File: config.mk
export PLATFORM = sky130hd
export DESIGN_NAME = ofifo_param
export DESIGN_NICKNAME = d
export VERILOG_FILES = /design/src/rtl/ofifo_param.sv
export SDC_FILE = /design/constraint.sdc
export NUM_CORES = 2
export LEC_CHECK = 0
export ABC_AREA = 1
export BUFFER_PORTS_ARGS = -buffer_cell sky130_fd_sc_hd__clkbuf_2
export CAP_MARGIN = 20
export CORE_ASPECT_RATIO = 0.5
export CORE_MARGIN = 4
export CORE_UTILIZATION = 55
export CTS_CLUSTER_SIZE = 30
export DETAILED_ROUTE_END_ITERATION = 12
export PLACE_DENSITY = 0.71
export SLEW_MARGIN = 20
export SYNTH_ARGS = -nofsm -noshare
export SYNTH_HDL_FRONTEND = slang
export SYNTH_SLANG_ARGS = --single-unit
File: constraint.sdc
create_clock -name clk -period 20.1 [get_ports clk]
set_input_delay 3.015 -clock clk [delete_from_list [all_inputs] [get_ports clk]]
set_output_delay 3.015 -clock clk [all_outputs]
set_load 0.05 [all_outputs]
File: src/rtl/ofifo_param.sv
// Multi-column output FIFO: COL independent circular buffers that pop together as one row.
// Optional sticky error flags are built when OFIFO_ERR_FLAG_EN is defined.
module ofifo_param #(
    parameter int unsigned COL      = 8,
    parameter int unsigned BW       = 4,
    parameter int unsigned DEPTH    = 64,
    parameter int unsigned AFULL_TH = DEPTH - 4
) (
    input  logic                      clk,
    input  logic                      reset,
    input  logic [COL-1:0]            wr,
    input  logic [COL*BW-1:0]         in,
    input  logic                      rd,
    output logic [COL*BW-1:0]         out,
    output logic                      o_rd_valid,
    output logic                      o_full,
    output logic                      o_ready,
    output logic                      o_afull,
    output logic                      o_valid,
    output logic [$clog2(DEPTH):0]    o_count,
    output logic [1:0]                o_err
);

    localparam int unsigned AW = $clog2(DEPTH);
    localparam int unsigned CW = AW + 1;

    logic [BW-1:0]     mem_q  [COL][DEPTH];
    logic [AW-1:0]     wptr_q [COL];
    logic [AW-1:0]     wptr_d [COL];
    logic [AW-1:0]     rptr_q [COL];
    logic [AW-1:0]     rptr_d [COL];
    logic [CW-1:0]     cnt_q  [COL];
    logic [CW-1:0]     cnt_d  [COL];
    logic [COL*BW-1:0] out_q;
    logic [COL*BW-1:0] out_d;
    logic              rdv_q;
    logic              en_q;
    logic [COL-1:0]    wr_ok;
    logic              pop;
    logic              full_c;
    logic              afull_c;
    logic              valid_c;
    logic [CW-1:0]     min_c;

    // Status flags from the registered occupancies.
    always_comb begin
        full_c  = 1'b0;
        afull_c = 1'b0;
        valid_c = 1'b1;
        min_c   = CW'(DEPTH);
        for (int unsigned i = 0; i < COL; i++) begin
            if (cnt_q[i] == CW'(DEPTH))    full_c  = 1'b1;
            if (cnt_q[i] >= CW'(AFULL_TH)) afull_c = 1'b1;
            if (cnt_q[i] == '0)            valid_c = 1'b0;
            if (cnt_q[i] < min_c)          min_c   = cnt_q[i];
        end
    end

    // en_q gates the first edge the flops see with reset high (the release edge).
    always_comb begin
        pop   = en_q & rd & valid_c;
        out_d = out_q;
        for (int unsigned i = 0; i < COL; i++) begin
            wptr_d[i] = wptr_q[i];
            rptr_d[i] = rptr_q[i];
            cnt_d[i]  = cnt_q[i];
            wr_ok[i]  = en_q & wr[i] & ((cnt_q[i] != CW'(DEPTH)) | pop);
            if (wr_ok[i]) wptr_d[i] = wptr_q[i] + AW'(1);
            if (pop) begin
                rptr_d[i]          = rptr_q[i] + AW'(1);
                out_d[BW*i +: BW]  = mem_q[i][rptr_q[i]];
            end
            case ({wr_ok[i], pop})
                2'b10:   cnt_d[i] = cnt_q[i] + CW'(1);
                2'b01:   cnt_d[i] = cnt_q[i] - CW'(1);
                default: cnt_d[i] = cnt_q[i];
            endcase
        end
    end

    always_ff @(posedge clk or negedge reset) begin
        if (!reset) begin
            wptr_q <= '{default: '0};
            rptr_q <= '{default: '0};
            cnt_q  <= '{default: '0};
            out_q  <= '0;
            rdv_q  <= 1'b0;
            en_q   <= 1'b0;
        end else begin
            wptr_q <= wptr_d;
            rptr_q <= rptr_d;
            cnt_q  <= cnt_d;
            out_q  <= out_d;
            rdv_q  <= pop;
            en_q   <= 1'b1;
        end
    end

    // Storage is not reset; occupancy alone defines what is valid.
    always_ff @(posedge clk) begin
        for (int unsigned i = 0; i < COL; i++) begin
            if (wr_ok[i]) mem_q[i][wptr_q[i]] <= in[BW*i +: BW];
        end
    end

`ifdef OFIFO_ERR_FLAG_EN
    logic [1:0] err_q;
    logic [1:0] err_d;

    // Sticky {ignored pop, dropped write}.
    always_comb begin
        err_d = err_q;
        if (en_q & rd & ~valid_c)   err_d[1] = 1'b1;
        if (en_q & |(wr & ~wr_ok))  err_d[0] = 1'b1;
    end

    always_ff @(posedge clk or negedge reset) begin
        if (!reset) err_q <= 2'b00;
        else        err_q <= err_d;
    end

    assign o_err = err_q;
`else
    assign o_err = 2'b00;
`endif

    assign out        = out_q;
    assign o_rd_valid = rdv_q;
    assign o_full     = full_c;
    assign o_ready    = ~full_c;
    assign o_afull    = afull_c;
    assign o_valid    = valid_c;
    assign o_count    = min_c;

endmodule

==> run metrics <==
initial core utilization 55.61%; Placer Congestion 0.8581; Max Cap Violations 0; peak supply drop 0.3944 mV; crit path launch type register; H-tree Lvls 4; CP arrival 10200 ps; worst-path fanout max 13; Hold-fix buffers, CTS 0; Post CTS Setup Buffer Count 0; Residual DRC 0; DR WL/cell 21.95 um; CTS resizes 0; Post-synth top cells edfxtp_1 (2048), nor2_1 (1802), o21ai_0 (1278); dpl cell area between 90000 and 100000 um^2; core area 167800 um^2; first drt pass iteration count 6; area share of the largest cell type after synthesis 65.91%; Die ar. 176700 um^2; simple-gate share of the synthesized area 11.53%; critical setup path kind reg2out; number of buffers inserted by port buffering 86; antenna violations before repair 3; dpl ws 7523 ps; CP Depth 48; GRT Overall Usage about 25%; leakage 33.70 nW; global-route wire length before repair 346000 um; xor/xnor share of the synthesized area 1.051%; clock transition at the registers of the reported paths 70 ps; reg-to-reg endpoint mem_q[1][224]; Clock Path Buffers 4; Starting DRT DRC Count 7057; r2r startpoint cnt_q[1]; Root Buffer clkbuf_16; post-route clock period utilization 65.72%; Synth Area in Compound Gates 12.25%; Mean Syn Cell Area 11.93 um^2; Die H 299.2 um; layout cell share with drive strength beyond 1 under 10%; status finished clean; FF-to-FF setup slack 15080 ps; post-route minimum period 13210 ps; yosys warns 0; max-slew violations 0; Slew HR 24.24%; Storage cell area 66190 um^2; hold crit path type reg2reg; cell accounting for the most synthesized area edfxtp_1; largest net degree at the start of global routing approximately 110; Power Density roughly 160 nW/um^2; Synth cell types 47; clk sinks roughly 2200; Hold Vio Cnt, Final 0; number of CTS-inserted buffers roughly 200; multiplexer share of the synthesized area 0%; Layout area overhead 9.077%; EDFF count, synth between 2000 and 2500; flops & latches, synth approximately 2200; die width 590.5 um; Seq/Total Area, Yosys 70.90%; Buf/Inv on CP 6; # rows 106; worst skew pair latency 840 ps; Setup TNS Final 0 ps; final wirelength 222500 um; largest family of logic cells by synthesized area compound AO/OA/AOI/OAI gates; # setup viols final 0; TritonCTS clock tree built; count leader, synth edfxtp_1; Synth area leaders edfxtp_1 (66%), nor2_1 (7.2%), o21ai_0 (6.9%); dominant synthesized flop cell edfxtp_1; Setup WS post-layout between 6000 and 7000 ps; Vias 61890; RSZ-0062 raised after global routing false; Worst Setup SP cnt_q[55]; Worst path slowest cell a211oi_2; CP endpoint kind output port; # IOs 89; post-synthesis adder-cell area fraction 1.218%; area occupied by multi-input gates 24340 um^2; hpwl dp approximately 130000 um; Fillers roughly 13000; pin slew with the least headroom to its limit 1135 ps; nets 7839; synthesized cell area between 90000 and 100000 um^2; ys async rst share 8.326%; Worst EP required 17090 ps; total power draw 16.59 mW; most frequent CP cell ha_1; Via density approximately 6; Final Instance Area 101800 um^2; Reg2Reg Depth 12; skew final about 50 ps; Crit path max-delay family compound AO/OA/AOI/OAI gates; Mapped Cells 7819; global route overflow 0; antenna viol nets, final 0; Worst path max stage delay 490 ps; max frequency 75.70 MHz; vias in the first global route 59820; crit path capture o_count[0]
worst register-to-register path, stage by stage, from the launching register on:
cell and delay, ps:
dfrtp_1 440, inv_1 110, nand3_1 210, o21ai_0 110, nor4_1 290, buf_4 220
nand3_4 490, buf_4 610, nand2_1 190, nand3_1 190, inv_1 340, nand4_1 830
nor2_1 650
metrics by stage:
stage	util, %	instances	hold slack, ps
2_1_floorplan	-	7820	463.6
3_3_place_gp	56.87	9779	474.7
3_5_place_dp	56.87	9779	479.3
4_1_cts	60.65	10130	494.3
5_1_grt	60.66	10130	507.7
6_report	60.66	10140	489.4
cell usage in the layout, fill, tap and decap left out, drive strengths merged, types with 16 or more instances in the layout:
| master | netlist | final |
|---|---|---|
| edfxtp | 2048 | 2048 |
| nor2 | 1811 | 1811 |
| o21ai | 1278 | 1278 |
| o22ai | 435 | 435 |
| nand2 | 404 | 404 |
| clkbuf | 452 | 343 |
| nand3 | 262 | 262 |
| inv | 262 | 257 |
| dfrtp | 186 | 186 |
| o221ai | 129 | 129 |
| nand4 | 114 | 114 |
| xor2 | 100 | 100 |
| buf | 20 | 86 |
| clkinv | 12 | 79 |
| ha | 78 | 78 |
| a21oi | 54 | 54 |
| o32ai | 25 | 25 |
| o211ai | 19 | 19 |
| nor4 | 18 | 18 |
| o21a | 16 | 16 |
| bufinv | 0 | 16 |
kinds of logic (layout without fill, tap and decap cells):
| group | after synthesis | in the layout |
|---|---|---|
| simple gates | 2630 | 2630 |
| flops | 2234 | 2234 |
| compound gates | 2009 | 2009 |
| buf+inv | 746 | 791 |
| xor+xnor | 112 | 112 |
| fa+ha+maj | 86 | 86 |
| other cells | 2 | 5 |
sequential cells by signal, summed over array words and instances, names as in the netlist:
signal      cells
mem_q        2048
cnt_q          56
rptr_q         48
wptr_q         48
out            32
en_q            1
o_rd_valid      1
worst min path at each step:
stage          slack (ps)        end  startpoint  depth (start not counted)
6_report              490    out[13]     out[13]                          1
5_1_grt               510  cnt_q[28]   cnt_q[28]                          1
4_1_cts               490    out[12]     out[12]                          1
3_5_place_dp          480    out[12]     out[12]                          1
3_3_place_gp          470    out[10]     out[10]                          1
2_1_floorplan         460   cnt_q[0]    cnt_q[0]                          1
layer usage:
metal / routed length (um) / track usage, % / vias up
met3: 18640 / 4.110 / 410
met5: 0 / 0 / -
met4: 5547 / 6.769 / 0
met2: 104900 / 39.51 / 2831
met1: 93430 / 35.28 / 30280
li1: - / - / 28370
where the power goes:
part	switching, mW	internal [mW]	total [mW]
combinational	5.08	1.98	7.06
clock	1.67	2.12	3.78
sequential	0.415	5.33	5.74
final cells by class:
type,count,share of cell area (%)
clock inverter,88,0.8446
multi-input combinational,4840,23.92
timing repair buffer,163,1.001
inverter,274,1.023
sequential,2234,65.03
antenna,2,0.004918
tap,2268,2.788
clock buffer,266,5.387
Note: power is estimated with default switching activity, not from simulation.
